$ cat src/rtl/dff_pipe.sv
`default_nettype none
// ============================================================================
//  Module      : dff_pipe
//  Description : Parametrised multi-stage pipeline register with valid/ready
//                handshake on both sides, bubble collapsing, flush and an
//                occupancy count. STAGES=0 degenerates to a wire.
//  Revision    : 1.0 - initial release
// ============================================================================
module dff_pipe #(
    parameter int                    DATA_WIDTH = 32,
    parameter int                    STAGES     = 2,
    parameter logic [DATA_WIDTH-1:0] RESET_VAL  = '0,
    parameter int                    CNT_WIDTH  = (STAGES < 1) ? 1 : $clog2(STAGES + 1)
) (
    input  logic                  clk_i,
    input  logic                  rst_i,
    input  logic                  flush_i,
    input  logic                  in_valid_i,
    output logic                  in_ready_o,
    input  logic [DATA_WIDTH-1:0] in_data_i,
    output logic                  out_valid_o,
    input  logic                  out_ready_i,
    output logic [DATA_WIDTH-1:0] out_data_o,
    output logic [CNT_WIDTH-1:0]  count_o
);

    generate
        if (STAGES == 0) begin : g_passthru
            // No storage: both handshakes are wired straight through, still
            // masked by flush so a flush cycle never moves data.
            assign in_ready_o  = out_ready_i & ~flush_i;
            assign out_valid_o = in_valid_i & ~flush_i;
            assign out_data_o  = in_data_i;
            assign count_o     = '0;
        end else begin : g_pipe
            localparam logic [CNT_WIDTH-1:0] c_one = CNT_WIDTH'(1);

            logic [STAGES-1:0]     r_valid;
            logic [DATA_WIDTH-1:0] r_data [STAGES];
            logic [CNT_WIDTH-1:0]  r_count;

            logic [STAGES-1:0]     w_adv;
            logic [STAGES-1:0]     w_vin;
            logic [DATA_WIDTH-1:0] w_din [STAGES];
            logic                  w_in_xfer;
            logic                  w_out_xfer;

            // Stage k may advance when any stage from k to the output is empty
            // or the consumer is ready; written in closed form so the ready
            // chain has no self-referencing vector.
            always_comb begin
                w_adv = '0;
                for (int k = 0; k < STAGES; k++) begin
                    w_adv[k] = out_ready_i;
                    for (int j = k; j < STAGES; j++) begin
                        if (!r_valid[j]) begin
                            w_adv[k] = 1'b1;
                        end
                    end
                end
            end

            assign in_ready_o  = w_adv[0] & ~flush_i;
            assign out_valid_o = r_valid[STAGES-1] & ~flush_i;
            assign out_data_o  = r_data[STAGES-1];
            assign count_o     = r_count;

            assign w_in_xfer  = in_valid_i & in_ready_o;
            assign w_out_xfer = r_valid[STAGES-1] & out_ready_i & ~flush_i;

            // Incoming valid/data for every stage: the input port for stage 0,
            // the previous stage otherwise.
            always_comb begin
                w_vin    = '0;
                w_vin[0] = w_in_xfer;
                w_din[0] = in_data_i;
                for (int k = 1; k < STAGES; k++) begin
                    w_vin[k] = r_valid[k-1];
                    w_din[k] = r_data[k-1];
                end
            end

            // Stage registers: reset beats flush beats normal advance; data
            // only loads on a valid beat so bubbles never overwrite payload.
            always_ff @(posedge clk_i) begin
                if (rst_i) begin
                    r_valid <= '0;
                    for (int k = 0; k < STAGES; k++) begin
                        r_data[k] <= RESET_VAL;
                    end
                end else if (flush_i) begin
                    r_valid <= '0;
                end else begin
                    for (int k = 0; k < STAGES; k++) begin
                        if (w_adv[k]) begin
                            r_valid[k] <= w_vin[k];
                            if (w_vin[k]) begin
                                r_data[k] <= w_din[k];
                            end
                        end
                    end
                end
            end

            // Occupancy tracks transfers in and out; simultaneous in+out cancel.
            always_ff @(posedge clk_i) begin
                if (rst_i || flush_i) begin
                    r_count <= '0;
                end else if (w_in_xfer && !w_out_xfer) begin
                    r_count <= r_count + c_one;
                end else if (!w_in_xfer && w_out_xfer) begin
                    r_count <= r_count - c_one;
                end
            end
        end
    endgenerate

endmodule
`default_nettype wire

$ cat config.mk
export PLATFORM = sky130hd
export DESIGN_NAME = dff_pipe
export DESIGN_NICKNAME = d
export VERILOG_FILES = /design/src/rtl/dff_pipe.sv
export SDC_FILE = /design/constraint.sdc
export NUM_CORES = 1
export LEC_CHECK = 0
export CAP_MARGIN = 30
export CORE_MARGIN = 2
export CORE_UTILIZATION = 48
export CTS_CLUSTER_SIZE = 30
export DETAILED_ROUTE_END_ITERATION = 8
export PLACE_DENSITY = 0.79
export SYNTH_ARGS = -nofsm -noshare
export SYNTH_HDL_FRONTEND = slang
export SYNTH_SLANG_ARGS = --single-unit
export TNS_END_PERCENT = 20
$ cat constraint.sdc
create_clock -name clk_i -period 2.4 [get_ports clk_i]
set_input_delay 0.24 -clock clk_i [delete_from_list [all_inputs] [get_ports clk_i]]
set_output_delay 0.24 -clock clk_i [all_outputs]
set_load 0.02 [all_outputs]
=== After elaboration in Yosys (flattened, before gate mapping) ===
Memories as Yosys holds them, arrays and structs flattened.
Index checks and enable logic that the tools add are counted.
W data, S select, Z words.

* Add/subtract/negate cells: 2
* Mux-type cells: 19
* Bitwise operators: 8
* Reductions and logical operators: 7

{| class="wikitable"
|+ Operators with widths
! cell !! number
|-
| $mux W32 || 2
|-
| $mux W1 || 15
|-
| $and A1 B1 Y1 || 5
|-
| $mux W2 || 2
|-
| $add A2 B1 Y2 const B || 1
|-
| $logic_and A1 B1 Y1 || 2
|-
| $logic_not A1 Y1 || 2
|-
| $or A1 B1 Y1 || 2
|-
| $reduce_bool A2 Y1 || 1
|-
| $reduce_or A2 Y1 || 1
|-
| $sub A2 B1 Y2 const B || 1
|-
| $logic_or A1 B1 Y1 || 1
|-
| $not A1 Y1 || 1
|}

* Register bits: 4
* RAM bits: 64
* Bits of input ports: 37
* Output and inout bits: 36
* Logic and storage cells: 40
* Memories: 1

{| class="wikitable"
|+ Memory list
! memory !! depth !! width !! rd ports !! clocked after memory_dff !! wr ports !! line !! source
|-
| g_pipe.r_data || 2 || 32 || 2 || 0 || 2 || 39 || <nowiki>logic [DATA_WIDTH-1:0] r_data [STAGES];</nowiki>
|}

=== Logic depth before layout (Yosys ltp) ===
* Depth after elaboration: 10
* Gate-level depth with buffers: 7
* Gate-level depth less buffers: 7

=== Worst setup path after synthesis ===
OpenSTA, ideal clock, no wires.

* Path type: reg2reg
* Start: register g_pipe.r_valid[0]
* End: memory g_pipe.r_data[0][0], enable pin
* Data arrival time: 1.673 ns
* Slack: 0.339 ns
* Stages on the path, launching flop included: 4
* Buffers on the path: 0
* Clock period less this slack: 2.061 ns
* Cells stage by stage: dfxtp_1 > and3b_1 > nor2_1 > a21o_1

{| class="wikitable"
|+ RTL lines
! what !! line !! source
|-
| from (decl) || 38 || <nowiki>logic [STAGES-1:0] r_valid;</nowiki>
|-
| from (signal, indexed assignment) || 96 || <nowiki>r_valid[k] <= w_vin[k];</nowiki>
|-
| to (decl) || 39 ||
|}

=== Worst setup path after layout ===
* Start: input out_ready_i
* End: output in_ready_o

* Longest elaborated chain between the ends: 3

{| class="wikitable"
|+ Ends and longest elaborated chain
! what !! line !! source
|-
| from (decl) || 22 || <nowiki>input logic out_ready_i,</nowiki>
|-
| $mux W1 (2 in a row) || 56 || <nowiki>if (!r_valid[j]) begin</nowiki>
|-
| $and A1 B1 Y1 || 63 || <nowiki>assign in_ready_o = w_adv[0] & ~flush_i;</nowiki>
|-
| to (decl) || 19 || <nowiki>output logic in_ready_o,</nowiki>
|}

Every way passes these cells.

==> results.json <==
{
  "status": "completed",
  "finalPower_uw": 2350,
  "grt_pass1_vias": 1455,
  "diodes": 0,
  "drive_gt1_frac": 0.0653,
  "min_period_ps": 2120,
  "synth_seq_area_share": 0.708,
  "synth.avg_cell_area_um2": 14.7,
  "fin_crit_sh": 0.883,
  "cts_root_buffer": "clkbuf_8",
  "slew_viol_final": 0,
  "yosysTopAreaCell": "edfxtp_1",
  "slew_headroom": 0.730,
  "synth_top_area_share": 0.679,
  "viasPerCell": 4.53,
  "cts_max_level": 3,
  "rows": 27,
  "grt-ovfl-total": 0,
  "cp_cell_sequence": "clkdlybuf4s50_1 -> and3b_1 -> nor2_1 -> clkdlybuf4s50_1",
  "start_util": 0.504,
  "ant_nets": 0,
  "worstRegToRegCells": 6,
  "dr.pass1.iters": 4,
  "timing.rr.start": "g_pipe.r_valid[0]$_SDFFE_PP0N_",
  "die_y_um": 80.8,
  "grt_max_degree": 65,
  "clock-sinks": 68,
  "globalRouteTotalUtil": 0.139,
  "cts_setup_buffers": 0,
  "syn_nets": 230,
  "reg2reg_to": "count_o[1]$_SDFFE_PP0P_",
  "antenna_found_initial": 0,
  "fp.coreArea_mm2": 0.00561,
  "nets": 279,
  "drt_iter0_markers": 65,
  "hold_buffers": 0,
  "cts_inserted_buffers": 9,
  "holdCritPathClass": "flip-flop to flip-flop",
  "cp_data_arrival_time_ps": 1880,
  "slowest_stage": "clkdlybuf4s50_1",
  "setup-violations-final": 0,
  "cts_resized": 0,
  "fin_ws_ps": 281,
  "num_io_pins": 73,
  "finalWirelength_um": 3970,
  "grt_pass1_wl_um": 6530,
  "vias": 1435,
  "crit_fanout": 3,
  "synth_cell_types": 21,
  "rsz0062_at_grt": "false",
  "crit_path_max_incr_delay_ps": 670,
  "fin_area_mm2": 0.00356,
  "synth.top_cells.by_area": "edfxtp_1 (68%), and2_1 (14%), buf_4 (8.5%)",
  "wl_per_cell_um": 12.5,
  "hold_viol_final": 0,
  "netlist_area_mm2": 0.00283,
  "r2r_slack_ps": 530,
  "port_buffers": 72,
  "required_ps": 2160,
  "synth-seq-cells": 68,
  "critPathLaunchType": "primary input",
  "endpoint": "in_ready_o",
  "worst_pin_slew_ps": 405,
  "max_freq_ghz": 0.472,
  "cts_tree": "done",
  "netlist_instances": 192,
  "ys_warn_count": 0,
  "p_leak_uw": 0.00133,
  "fill_cells": 454,
  "place_area_mm2": 0.00341,
  "drc": 0,
  "dpl_worst_slack_ps": 155,
  "powerDensity_mw_per_mm2": 660,
  "cp_common_cell": "clkdlybuf4s50_1",
  "skew_ps": 4.26,
  "crit_start": "out_ready_i",
  "gp_congestion": 0.738,
  "max-vdd-ir-drop_uv": 386,
  "fin_tns_setup_ps": 0,
  "dieArea_mm2": 0.00652,
  "cts_max_path_buffers": 2,
  "maxCapViolCount": 0,
  "seq_area_mm2": 0.00200,
  "area.growth.synth_to_final_pct": 25.8,
  "path_clk_slew_ps": 60,
  "cp-end-kind": "output pin",
  "clk_latency_ps": 320,
  "multiInputGateArea_um2": 549,
  "hold_ws_ps": 507,
  "setup.worst_path.class": "primary input to output pin",
  "hpwl_um": 2720,
  "die_w_um": 80.8
}
[power breakdown]
part           switching [uW]  internal, uW
combinational             110           130
sequential               16.1          1370
clock                     368           353
total                     494          1850
[per-layer routing]
metal / wire (um) / part of all wire / global-route usage / vias up
met1: 1610 / 0.40 / 0.154 / 659
met5: 0 / 0 / 0 / -
met3: 224 / 0.056 / 0.0433 / 13
met4: 111 / 0.028 / 0.0864 / 0
met2: 2030 / 0.51 / 0.235 / 48
li1: - / - / - / 715
[cell families (layout without fill, tap and decap cells)]
family                   count (synthesis)  in the layout  synth area share
AO/OA/AOI/OAI                            6              6            0.0155
XOR/XNOR                                 2              2           0.00619
adder cells (fa/ha/maj)                  1              1           0.00442
buffers and inverters                   40             93            0.0982
flip-flops                              68             68             0.708
AND/OR/NAND/NOR                         75             75             0.168
[synthesized netlist by cell type (all sizes together)]
cell type  count
a21boi         2
a21o           1
a31o           1
and2          65
and3b          1
buf           32
clkbuf         6
dfxtp          4
edfxtp        64
ha             1
inv            2
nand2          1
nand2b         1
nor2           3
nor2b          1
nor3           1
nor4           1
o21a           1
o21ai          1
or3            1
xor2           2
[stage by stage]
stage          utilization  cells
2_1_floorplan            -    192
3_3_place_gp         0.608    302
3_5_place_dp         0.608    302
4_1_cts              0.635    317
5_1_grt              0.635    317
6_report             0.635    317
[placed cells by master (no fill, tap or decap), drive strengths merged]
| cell | n |
|---|---|
| clkdlybuf4s50 | 72 |
| and2 | 65 |
| edfxtp | 64 |
| clkbuf | 10 |
| clkinv | 5 |
| dfxtp | 4 |
| buf | 4 |
| nor2 | 3 |
| inv | 2 |
| a21boi | 2 |
| xor2 | 2 |
| and3b | 1 |
| nor2b | 1 |
| nand2 | 1 |
| a21o | 1 |
| nand2b | 1 |
| a31o | 1 |
| nor4 | 1 |
| o21a | 1 |
| o21ai | 1 |
| or3 | 1 |
| nor3 | 1 |
| ha | 1 |
[how the worst min path moves through the flow]
stage | start | to | slack (ps) | cells after the start
3_3_place_gp | g_pipe.r_valid[0]$_SDFFE_PP0N_ | g_pipe.r_valid[1]$_SDFFE_PP0N_ | 480 | 2
5_1_grt | g_pipe.r_data[0][14]$_SDFFCE_PN0P_ | g_pipe.r_data[0][46]$_SDFFCE_PN0P_ | 530 | 1
2_1_floorplan | rst_i | count_o[0]$_SDFFE_PP0P_ | 320 | 1
6_report | count_o[1]$_SDFFE_PP0P_ | count_o[1]$_SDFFE_PP0P_ | 510 | 2
3_5_place_dp | count_o[1]$_SDFFE_PP0P_ | count_o[1]$_SDFFE_PP0P_ | 500 | 2
4_1_cts | count_o[1]$_SDFFE_PP0P_ | count_o[1]$_SDFFE_PP0P_ | 510 | 2
[state kept, by name, indices dropped and copies added (netlist names)]
| register | flops |
|---|---|
| count_o | 2 |
| g_pipe.r_data | 64 |
| g_pipe.r_valid | 2 |
[critical path: cells and delay by family]
kind | cells | cell delay [ps]
buffers and inverters | 2 | 1170
AND/OR/NAND/NOR | 2 | 460
[area by class of cell]
cell class,count,share of cell area
inverters,2,0.00211
repair buffers,76,0.214
clock inverters,5,0.00562
clock buffers,10,0.0359
flip-flops and latches,68,0.562
well taps,72,0.0253
multi-input cells,84,0.154
No activity file was read; power rests on OpenSTA's default activity.
